===== config.mk =====
export PLATFORM = sky130hd
export DESIGN_NAME = mittelwert_seq_flat
export DESIGN_NICKNAME = d
export VERILOG_FILES = /design/src/rtl/mittelwert_seq_if.sv /design/src/rtl/mittelwert_seq.sv /design/src/flat_wrapper.sv
export SDC_FILE = /design/constraint.sdc
export NUM_CORES = 1
export LEC_CHECK = 0
export CAP_MARGIN = 10
export CORE_MARGIN = 2
export CORE_UTILIZATION = 45
export CTS_CLUSTER_SIZE = 20
export DETAILED_ROUTE_END_ITERATION = 8
export GPL_TIMING_DRIVEN = 0
export PLACE_DENSITY = 0.76
export SKIP_CTS_REPAIR_TIMING = 1
export SLEW_MARGIN = 20
export SYNTH_ARGS = -nofsm -noshare
export SYNTH_HDL_FRONTEND = slang
export SYNTH_SLANG_ARGS = --single-unit

===== constraint.sdc =====
create_clock -name clk -period 6.9 [get_ports clk]
set_input_delay 2.07 -clock clk [delete_from_list [all_inputs] [get_ports clk]]
set_output_delay 2.07 -clock clk [all_outputs]
set_load 0.005 [all_outputs]

===== src/rtl/mittelwert_seq_if.sv =====
// Sample-in / mean-out handshake bundle for mittelwert_seq.
// slave is the averaging unit; master is the source+consumer side.
interface mittelwert_seq_if #(
  parameter int DATA_W = 16
) ();
  logic                     in_valid;
  logic                     in_ready;
  logic signed [DATA_W-1:0] in_data;
  logic                     out_valid;
  logic                     out_ready;
  logic signed [DATA_W-1:0] out_data;

  modport slave (
    input  in_valid, in_data, out_ready,
    output in_ready, out_valid, out_data
  );

  modport master (
    output in_valid, in_data, out_ready,
    input  in_ready, out_valid, out_data
  );
endinterface


===== src/rtl/mittelwert_seq.sv =====
// Streaming mean of 2^LOG2_N signed samples, block or sliding window,
// with one shared add/subtract path and a registered, backpressured result.
module mittelwert_seq #(
  parameter int DATA_W = 16,
  parameter int LOG2_N = 2
) (
  input  logic              clk,
  input  logic              rst_n,
  input  logic              clear,
  input  logic              mode,
  mittelwert_seq_if.slave   bus,
  output logic [LOG2_N:0]   fill_cnt
);
  localparam int N     = 1 << LOG2_N;
  localparam int ACC_W = DATA_W + LOG2_N;
  localparam int FW    = LOG2_N + 1;

  typedef logic signed [ACC_W-1:0] acc_t;

  acc_t                     acc_q, acc_d;
  logic [FW-1:0]            fill_q, fill_d;
  logic [LOG2_N-1:0]        wr_ptr_q, wr_ptr_d;
  logic                     mode_q, mode_d;
  logic                     ov_q, ov_d;
  logic signed [DATA_W-1:0] od_q, od_d;
  logic signed [DATA_W-1:0] buf_q [N];

  logic accept, mode_cond, mode_eff, full, done;
  acc_t sub, sum;

  assign bus.in_ready  = rst_n & ~clear & (~ov_q | bus.out_ready);
  assign bus.out_valid = ov_q;
  assign bus.out_data  = od_q;
  assign fill_cnt      = fill_q;

  assign accept    = bus.in_valid & bus.in_ready;
  // Mode only changes while the unit is idle; using the live value in that
  // cycle lets the very first sample already follow the new mode.
  assign mode_cond = (fill_q == '0) && !ov_q;
  assign mode_eff  = mode_cond ? mode : mode_q;
  assign full      = (fill_q == FW'(N));
  assign sub       = (mode_eff && full) ? acc_t'(buf_q[wr_ptr_q]) : '0;
  assign sum       = acc_q + acc_t'(bus.in_data) - sub;
  assign done      = accept && (mode_eff ? (fill_q >= FW'(N-1))
                                         : (fill_q == FW'(N-1)));

  always_comb begin
    acc_d    = acc_q;
    fill_d   = fill_q;
    wr_ptr_d = wr_ptr_q;
    mode_d   = mode_eff;
    ov_d     = ov_q;
    od_d     = od_q;
    if (clear) begin
      acc_d    = '0;
      fill_d   = '0;
      wr_ptr_d = '0;
      ov_d     = 1'b0;
    end else begin
      if (ov_q && bus.out_ready) ov_d = 1'b0;
      if (accept) begin
        wr_ptr_d = wr_ptr_q + LOG2_N'(1);
        acc_d    = sum;
        fill_d   = full ? fill_q : fill_q + FW'(1);
        if (done) begin
          ov_d = 1'b1;
          od_d = sum[ACC_W-1:LOG2_N];
          if (!mode_eff) begin
            acc_d  = '0;
            fill_d = '0;
          end
        end
      end
    end
  end

  always_ff @(posedge clk or negedge rst_n) begin
    if (!rst_n) begin
      acc_q    <= '0;
      fill_q   <= '0;
      wr_ptr_q <= '0;
      mode_q   <= 1'b0;
      ov_q     <= 1'b0;
      od_q     <= '0;
    end else begin
      acc_q    <= acc_d;
      fill_q   <= fill_d;
      wr_ptr_q <= wr_ptr_d;
      mode_q   <= mode_d;
      ov_q     <= ov_d;
      od_q     <= od_d;
    end
  end

  // Window storage needs no reset: an entry is only read after being written.
  always_ff @(posedge clk) begin
    if (accept) buf_q[wr_ptr_q] <= bus.in_data;
  end
endmodule


===== src/flat_wrapper.sv =====
// flat-port wrapper written by rule: the top's interface ports become plain ports
module mittelwert_seq_flat 
#(
  parameter int DATA_W = 16,
  parameter int LOG2_N = 2
)
  (clk, rst_n, clear, mode, fill_cnt, bus_in_valid, bus_in_data, bus_out_ready, bus_in_ready, bus_out_valid, bus_out_data);
  mittelwert_seq_if #(.DATA_W(DATA_W)) bus_i ();
  input  logic clk;
  input  logic rst_n;
  input  logic clear;
  input  logic mode;
  output logic [LOG2_N:0] fill_cnt;
  input wire logic [$bits(bus_i.in_valid)-1:0] bus_in_valid;
  input wire logic [$bits(bus_i.in_data)-1:0] bus_in_data;
  input wire logic [$bits(bus_i.out_ready)-1:0] bus_out_ready;
  output wire logic [$bits(bus_i.in_ready)-1:0] bus_in_ready;
  output wire logic [$bits(bus_i.out_valid)-1:0] bus_out_valid;
  output wire logic [$bits(bus_i.out_data)-1:0] bus_out_data;
  assign bus_i.in_valid = bus_in_valid;
  assign bus_i.in_data = bus_in_data;
  assign bus_i.out_ready = bus_out_ready;
  assign bus_in_ready = bus_i.in_ready;
  assign bus_out_valid = bus_i.out_valid;
  assign bus_out_data = bus_i.out_data;
  mittelwert_seq #(.DATA_W(DATA_W), .LOG2_N(LOG2_N)) u_core (.clk(clk), .rst_n(rst_n), .clear(clear), .mode(mode), .bus(bus_i), .fill_cnt(fill_cnt));
endmodule

* Word level (Yosys, flattened, before mapping)
Memory sizes are Yosys's and may differ from the RTL's.
Index checks and enable logic that the tools add are counted.
** Cells by class
- Eq/ne operators :: 2
- $lt $le $gt $ge :: 1
- Reductions and logical operators :: 8
- Bitwise logic cells :: 6
- Mux-type cells :: 20
- $add $sub $neg :: 4
** Operators with widths (number)
- 18-bit two-way mux :: 5
- 18-bit by 16-bit adder with 18-bit output :: 1
- 18-bit subtractor :: 1
- 3-bit two-way mux :: 5
- 1-bit two-way mux :: 8
- 1-bit logical AND :: 4
- 2-bit two-way mux :: 2
- 3-bit by 1-bit adder with 3-bit output (second input constant) :: 1
- 1-bit AND :: 3
- 3-bit by 2-bit equality test with 1-bit output (second input constant) :: 1
- 3-bit equality test (second input constant) :: 1
- 3-bit by 2-bit >= comparator with 1-bit output (second input constant) :: 1
- 3-bit zero test :: 1
- 3-bit AND reduction :: 1
- 2-bit by 1-bit adder with 2-bit output (second input constant) :: 1
- 1-bit inverter :: 2
- 2-bit nonzero test :: 1
- 1-bit zero test :: 1
- 1-bit bitwise OR :: 1
** Storage, ports and cells
- Memories kept :: 1
- Input bits :: 22
- Word-level logic and storage cells :: 48
- Output and inout bits :: 21
- Register bits after elaboration :: 41
- Memory bits (writable) :: 64
** Memories
- u_core.buf_q :: depth 4, width 16, rd ports 1, clocked after memory_dff 0, write ports 1, line mittelwert_seq.sv:26 : logic signed [DATA_W-1:0] buf_q [N];

* Longest topological paths before layout
- Word-level depth :: 10
- Mapped depth :: 17
- Depth with buffers taken out :: 17

* Worst setup path before layout
OpenSTA, ideal clock, no wires.
- Path kind :: in2out
- Start :: input bus_out_ready
- End :: output bus_in_ready
- Data required time :: 4830 ps
- Cell stages on the path :: 3
- Data arrival time :: 2491 ps
- Setup slack :: 2339 ps
- Buffers on the path :: 1
- Path through :: nand2b_1 > and3b_1 > clkbuf_1
** On the way
- Cells in the longest elaborated chain, start to end :: 2
** RTL lines
- start: declaration :: line flat_wrapper.sv:16 : input wire logic [$bits(bus_i.out_ready)-1:0] bus_out_ready;
- 1-bit bitwise OR :: line mittelwert_seq.sv:31 : assign bus.in_ready = rst_n & ~clear & (~ov_q | bus.out_ready);
- 1-bit AND :: line mittelwert_seq.sv:31
- end: declaration :: line flat_wrapper.sv:17 : output wire logic [$bits(bus_i.in_ready)-1:0] bus_in_ready;
Every way passes these cells.

* Worst setup path in the final report
- Start :: input rst_n
- End :: output bus_in_ready
** On the way
- Cells in the longest elaborated chain, start to end :: 2
** RTL lines
- start: declaration :: line flat_wrapper.sv:10 : input logic rst_n;
- 1-bit AND (2 in a row) :: line mittelwert_seq.sv:31
Every way passes these cells.

==> flow_summary.html <==
<table>
<tr><th>Metric</th><th>Value</th></tr>
<tr><th colspan="2">Synthesis</th></tr>
<tr><td>Synth top area share</td><td>0.344</td></tr>
<tr><td>Count of synthesis-stage warnings from yosys</td><td>0</td></tr>
<tr><td>Largest cells by area after synthesis</td><td>edfxtp_1 34%, dfrtp_1 18%, fa_1 6.1%</td></tr>
<tr><td>Avg Cell Area, Syn</td><td>12.7 µm²</td></tr>
<tr><td>FF+latch count, synth</td><td>105</td></tr>
<tr><td>Count of unique library cells instantiated by Yosys</td><td>48</td></tr>
<tr><td>Seq/Total Area, Yosys</td><td>0.528</td></tr>
<tr><td>Post-synth EDFFs</td><td>64</td></tr>
<tr><td>Net count of the mapped netlist</td><td>505</td></tr>
<tr><td>Predominant post-synthesis flop cell</td><td>edfxtp_1</td></tr>
<tr><td>Post-synthesis instance total</td><td>440</td></tr>
<tr><td>Ys async rst share</td><td>0.390</td></tr>
<tr><td>Cell type with the highest aggregate area in the netlist</td><td>edfxtp_1</td></tr>
<tr><td>Synthesized area</td><td>5580 µm²</td></tr>
<tr><th colspan="2">Drt</th></tr>
<tr><td>Violation count after the first detailed-routing iteration</td><td>201</td></tr>
<tr><td>Mean routed wirelength per cell</td><td>17.2 µm</td></tr>
<tr><td>DR vias</td><td>3,424</td></tr>
<tr><td>DRC</td><td>0</td></tr>
<tr><td>Per-cell via count in the routed design</td><td>5.13</td></tr>
<tr><td>Antenna violation net count after detailed routing</td><td>0</td></tr>
<tr><td>Initial DRT Pass Iterations</td><td>4</td></tr>
<tr><td>Routed wire length</td><td>11.5 mm</td></tr>
<tr><th colspan="2">Power</th></tr>
<tr><td>Sw frac</td><td>0.305</td></tr>
<tr><td>Power, Total</td><td>1.77 mW</td></tr>
<tr><td>Worst IR drop on VDD</td><td>0.131 mV</td></tr>
<tr><td>Clk network pwr share</td><td>0.279</td></tr>
<tr><td>Combinational group share of total power</td><td>0.310</td></tr>
<tr><td>Internal power</td><td>1.23 mW</td></tr>
<tr><td>Seq pwr share</td><td>0.411</td></tr>
<tr><td>Net switching power figure</td><td>0.540 mW</td></tr>
<tr><td>Power per standard cell area</td><td>272 nW/µm²</td></tr>
<tr><td>P_leak</td><td>2.69 nW</td></tr>
<tr><th colspan="2">STA</th></tr>
<tr><td>Setup repair after global routing missed its margin</td><td>no</td></tr>
<tr><td>Shortest period the worst path allows</td><td>5770 ps</td></tr>
<tr><td>Sum of negative setup slack</td><td>0 ps</td></tr>
<tr><td>Slew Limit Fails</td><td>0</td></tr>
<tr><td>Slew of the pin with the lowest slew margin</td><td>1040 ps</td></tr>
<tr><td>Share of the clock period used by the worst path after layout</td><td>0.837</td></tr>
<tr><td>Clock skew after layout</td><td>6.92 ps</td></tr>
<tr><td>Max-Slew Margin vs Limit</td><td>0.304</td></tr>
<tr><td>Post-route setup slack</td><td>1130 ps</td></tr>
<tr><td>Highest clock frequency the design can meet</td><td>173 MHz</td></tr>
<tr><td>Final setup vio count</td><td>0</td></tr>
<tr><td>Final-report hold violation count</td><td>0</td></tr>
<tr><td>Hold Slack</td><td>495 ps</td></tr>
<tr><th colspan="2">Worst hold path</th></tr>
<tr><td>Worst Hold Path Cells</td><td>1</td></tr>
<tr><td>Type of the tightest min-delay check</td><td>reg -&gt; reg</td></tr>
<tr><td>Worst hold start</td><td>u_core.acc_q[17]</td></tr>
<tr><td>Hold Path Sink</td><td>u_core.acc_q[17]</td></tr>
<tr><th colspan="2">Finish</th></tr>
<tr><td>Count of nets after finishing</td><td>559</td></tr>
<tr><td>Post-Layout Inst Area</td><td>6510 µm²</td></tr>
<tr><td>Synth-to-layout area growth</td><td>16.8%</td></tr>
<tr><td>Commonest non-fill, non-tap cell in the layout</td><td>inv_1</td></tr>
<tr><td>Most frequent cells in the layout</td><td>77 x inv_1, 64 x edfxtp_1, 41 x clkdlybuf4s50_1, 41 x dfrtp_1, 26 x ha_1</td></tr>
<tr><td>Number of antenna cells inserted</td><td>0</td></tr>
<tr><td>Proportion of layout cells with a drive suffix above 1</td><td>0.118</td></tr>
<tr><td>Filler cell count in the final layout</td><td>1,027</td></tr>
<tr><th colspan="2">Critical path</th></tr>
<tr><td>Req. time, crit path</td><td>4830 ps</td></tr>
<tr><td>Crit. End Element</td><td>output pin</td></tr>
<tr><td>Arrival time of data at the critical path endpoint</td><td>3700 ps</td></tr>
<tr><td>Register-to-register setup slack</td><td>2350 ps</td></tr>
<tr><td>Worst reg2reg path depth</td><td>15</td></tr>
<tr><td>Endpoint of the lowest-slack register-to-register path</td><td>u_core.bus.out_data[14]</td></tr>
<tr><td>Critical path type</td><td>in -&gt; out</td></tr>
<tr><td>Maximum fanout encountered on the critical timing path</td><td>24</td></tr>
<tr><td>Reg-to-Reg Start</td><td>u_core.wr_ptr_q[1]</td></tr>
<tr><td>Startpoint types</td><td>primary input</td></tr>
<tr><th colspan="2">Clock network</th></tr>
<tr><td>Count of H-tree levels built during CTS</td><td>3</td></tr>
<tr><td>Clock tree from TritonCTS</td><td>done</td></tr>
<tr><td>CTS buffer count</td><td>9</td></tr>
<tr><td>Clock Root Buffer</td><td>clkbuf_16</td></tr>
<tr><td>Clock-pin transition on the worst setup and hold timing paths</td><td>70 ps</td></tr>
<tr><td>Clock latency at the later pin of the worst-skew pair</td><td>350 ps</td></tr>
<tr><td>Largest buffer count on any clock path</td><td>2</td></tr>
<tr><td>CTS sink count</td><td>105</td></tr>
<tr><th colspan="2">Status</th></tr>
<tr><td>Result of the run</td><td>finished clean</td></tr>
<tr><th colspan="2">Placed design</th></tr>
<tr><td>Placed cell area</td><td>6220 µm²</td></tr>
<tr><td>Total of buffers placed on input and output ports</td><td>42</td></tr>
<tr><td>Setup WS pre-CTS</td><td>1070 ps</td></tr>
<tr><td>Half-perimeter wire length after detailed placement</td><td>8.12 mm</td></tr>
<tr><td>Final weighted congestion in routability-driven placement</td><td>0.805</td></tr>
<tr><th colspan="2">Run</th></tr>
<tr><td>Reported max-cap violation count</td><td>0</td></tr>
<tr><th colspan="2">Floorplan</th></tr>
<tr><td>Starting utilization of the core area</td><td>0.463</td></tr>
<tr><td>Area of the die</td><td>13,300 µm²</td></tr>
<tr><td>Overall die width</td><td>115 µm</td></tr>
<tr><td>IO Pins</td><td>43</td></tr>
<tr><td>Standard cell core area</td><td>12,100 µm²</td></tr>
<tr><td># rows</td><td>40</td></tr>
<tr><td>Chip height</td><td>115 µm</td></tr>
<tr><th colspan="2">Global route</th></tr>
<tr><td>Largest net degree at the start of global routing</td><td>25</td></tr>
<tr><td>Number of antenna violations at the first check in global routing</td><td>0</td></tr>
<tr><td>First-pass GRT wire length</td><td>18.6 mm</td></tr>
<tr><td>Number of global-route vias before repair</td><td>3,603</td></tr>
<tr><td>GRT Overall Usage</td><td>0.188</td></tr>
<tr><td>Total grt overflow</td><td>0</td></tr>
</table>
## synthesized netlist by cell type, types with 3 or more instances
master,n
a21o_1,6
a21oi_1,18
a22o_1,15
and3_1,4
buf_2,4
clkbuf_1,9
dfrtp_1,41
edfxtp_1,64
fa_1,17
ha_1,26
inv_1,77
mux2_2,14
mux2i_1,4
mux4_2,15
nand2_1,19
nand2b_1,3
nand3_1,7
nor2_1,15
nor2b_1,19
nor3_1,3
o21ai_0,5
o21ai_1,8
o22ai_1,4
xnor2_1,10
xor2_1,6
## registers in the layout, indices dropped and copies added, names as in the netlist
name / cells
u_core.mode_q: 1
u_core.buf_q: 64
u_core.acc_q: 18
u_core.bus.out_valid: 1
u_core.fill_cnt: 3
u_core.bus.out_data: 16
u_core.wr_ptr_q: 2
## power groups by stage
stage | clock, mW | sequential, mW | combinational (mW)
finish | 0.495 | 0.729 | 0.549
global route | 0.529 | 0.733 | 0.613
CTS | 0.506 | 0.728 | 0.554
detailed placement | 0 | 0.741 | 0.549
global placement | 0 | 0.739 | 0.529
floorplan | 0 | 0.736 | 0.401
## final cells by class
| cell class | count | area (µm²) | share of cell area |
|---|---|---|---|
| sequential | 105 | 2950 | 0.453 |
| clock inverter | 2 | 10.0 | 0.00154 |
| multi-input combinational | 244 | 2280 | 0.351 |
| buffer | 14 | 57.6 | 0.00884 |
| tap | 168 | 210 | 0.0323 |
| inverter | 77 | 289 | 0.0444 |
| timing repair buffer | 43 | 435 | 0.0668 |
| clock buffer | 14 | 279 | 0.0428 |
## through the flow
| step | cells | util |
|---|---|---|
| 6_report | 667 | 0.540 |
| 5_1_grt | 667 | 0.540 |
| 4_1_cts | 667 | 0.540 |
| 3_5_place_dp | 651 | 0.516 |
| 3_3_place_gp | 650 | 0.515 |
| 2_1_floorplan | 440 | - |
## per-layer routing
layer | track usage | routed length, µm
met1 | 0.239 | 5070
met5 | 0 | 0
met3 | 0.0395 | 375
met4 | 0.0530 | 201
met2 | 0.327 | 5820
## logic make-up after synthesis
kind of cell	count (synthesis)	synth area share
compound gates	72	0.0931
flops	105	0.528
mux	33	0.0960
fa+ha+maj	43	0.119
buf+inv	91	0.0621
simple gates	80	0.0760
xor+xnor	16	0.0251
## critical path: stages
cell and delay (ps):
buf_2 410, buf_12 250, and3b_1 190, clkbuf_1 230, clkdlybuf4s50_1 550
## worst max path at each step
stage	start	end	slack (ps)	cells after the start
after floorplan	bus_out_ready	bus_in_ready	2340	3
after global placement	rst_n	bus_in_ready	-300	4
after detailed placement	rst_n	bus_in_ready	1070	5
after CTS	rst_n	bus_in_ready	1070	5
after global routing	rst_n	bus_in_ready	960	5
final	rst_n	bus_in_ready	1130	5
No activity file was read; power rests on OpenSTA's default activity.
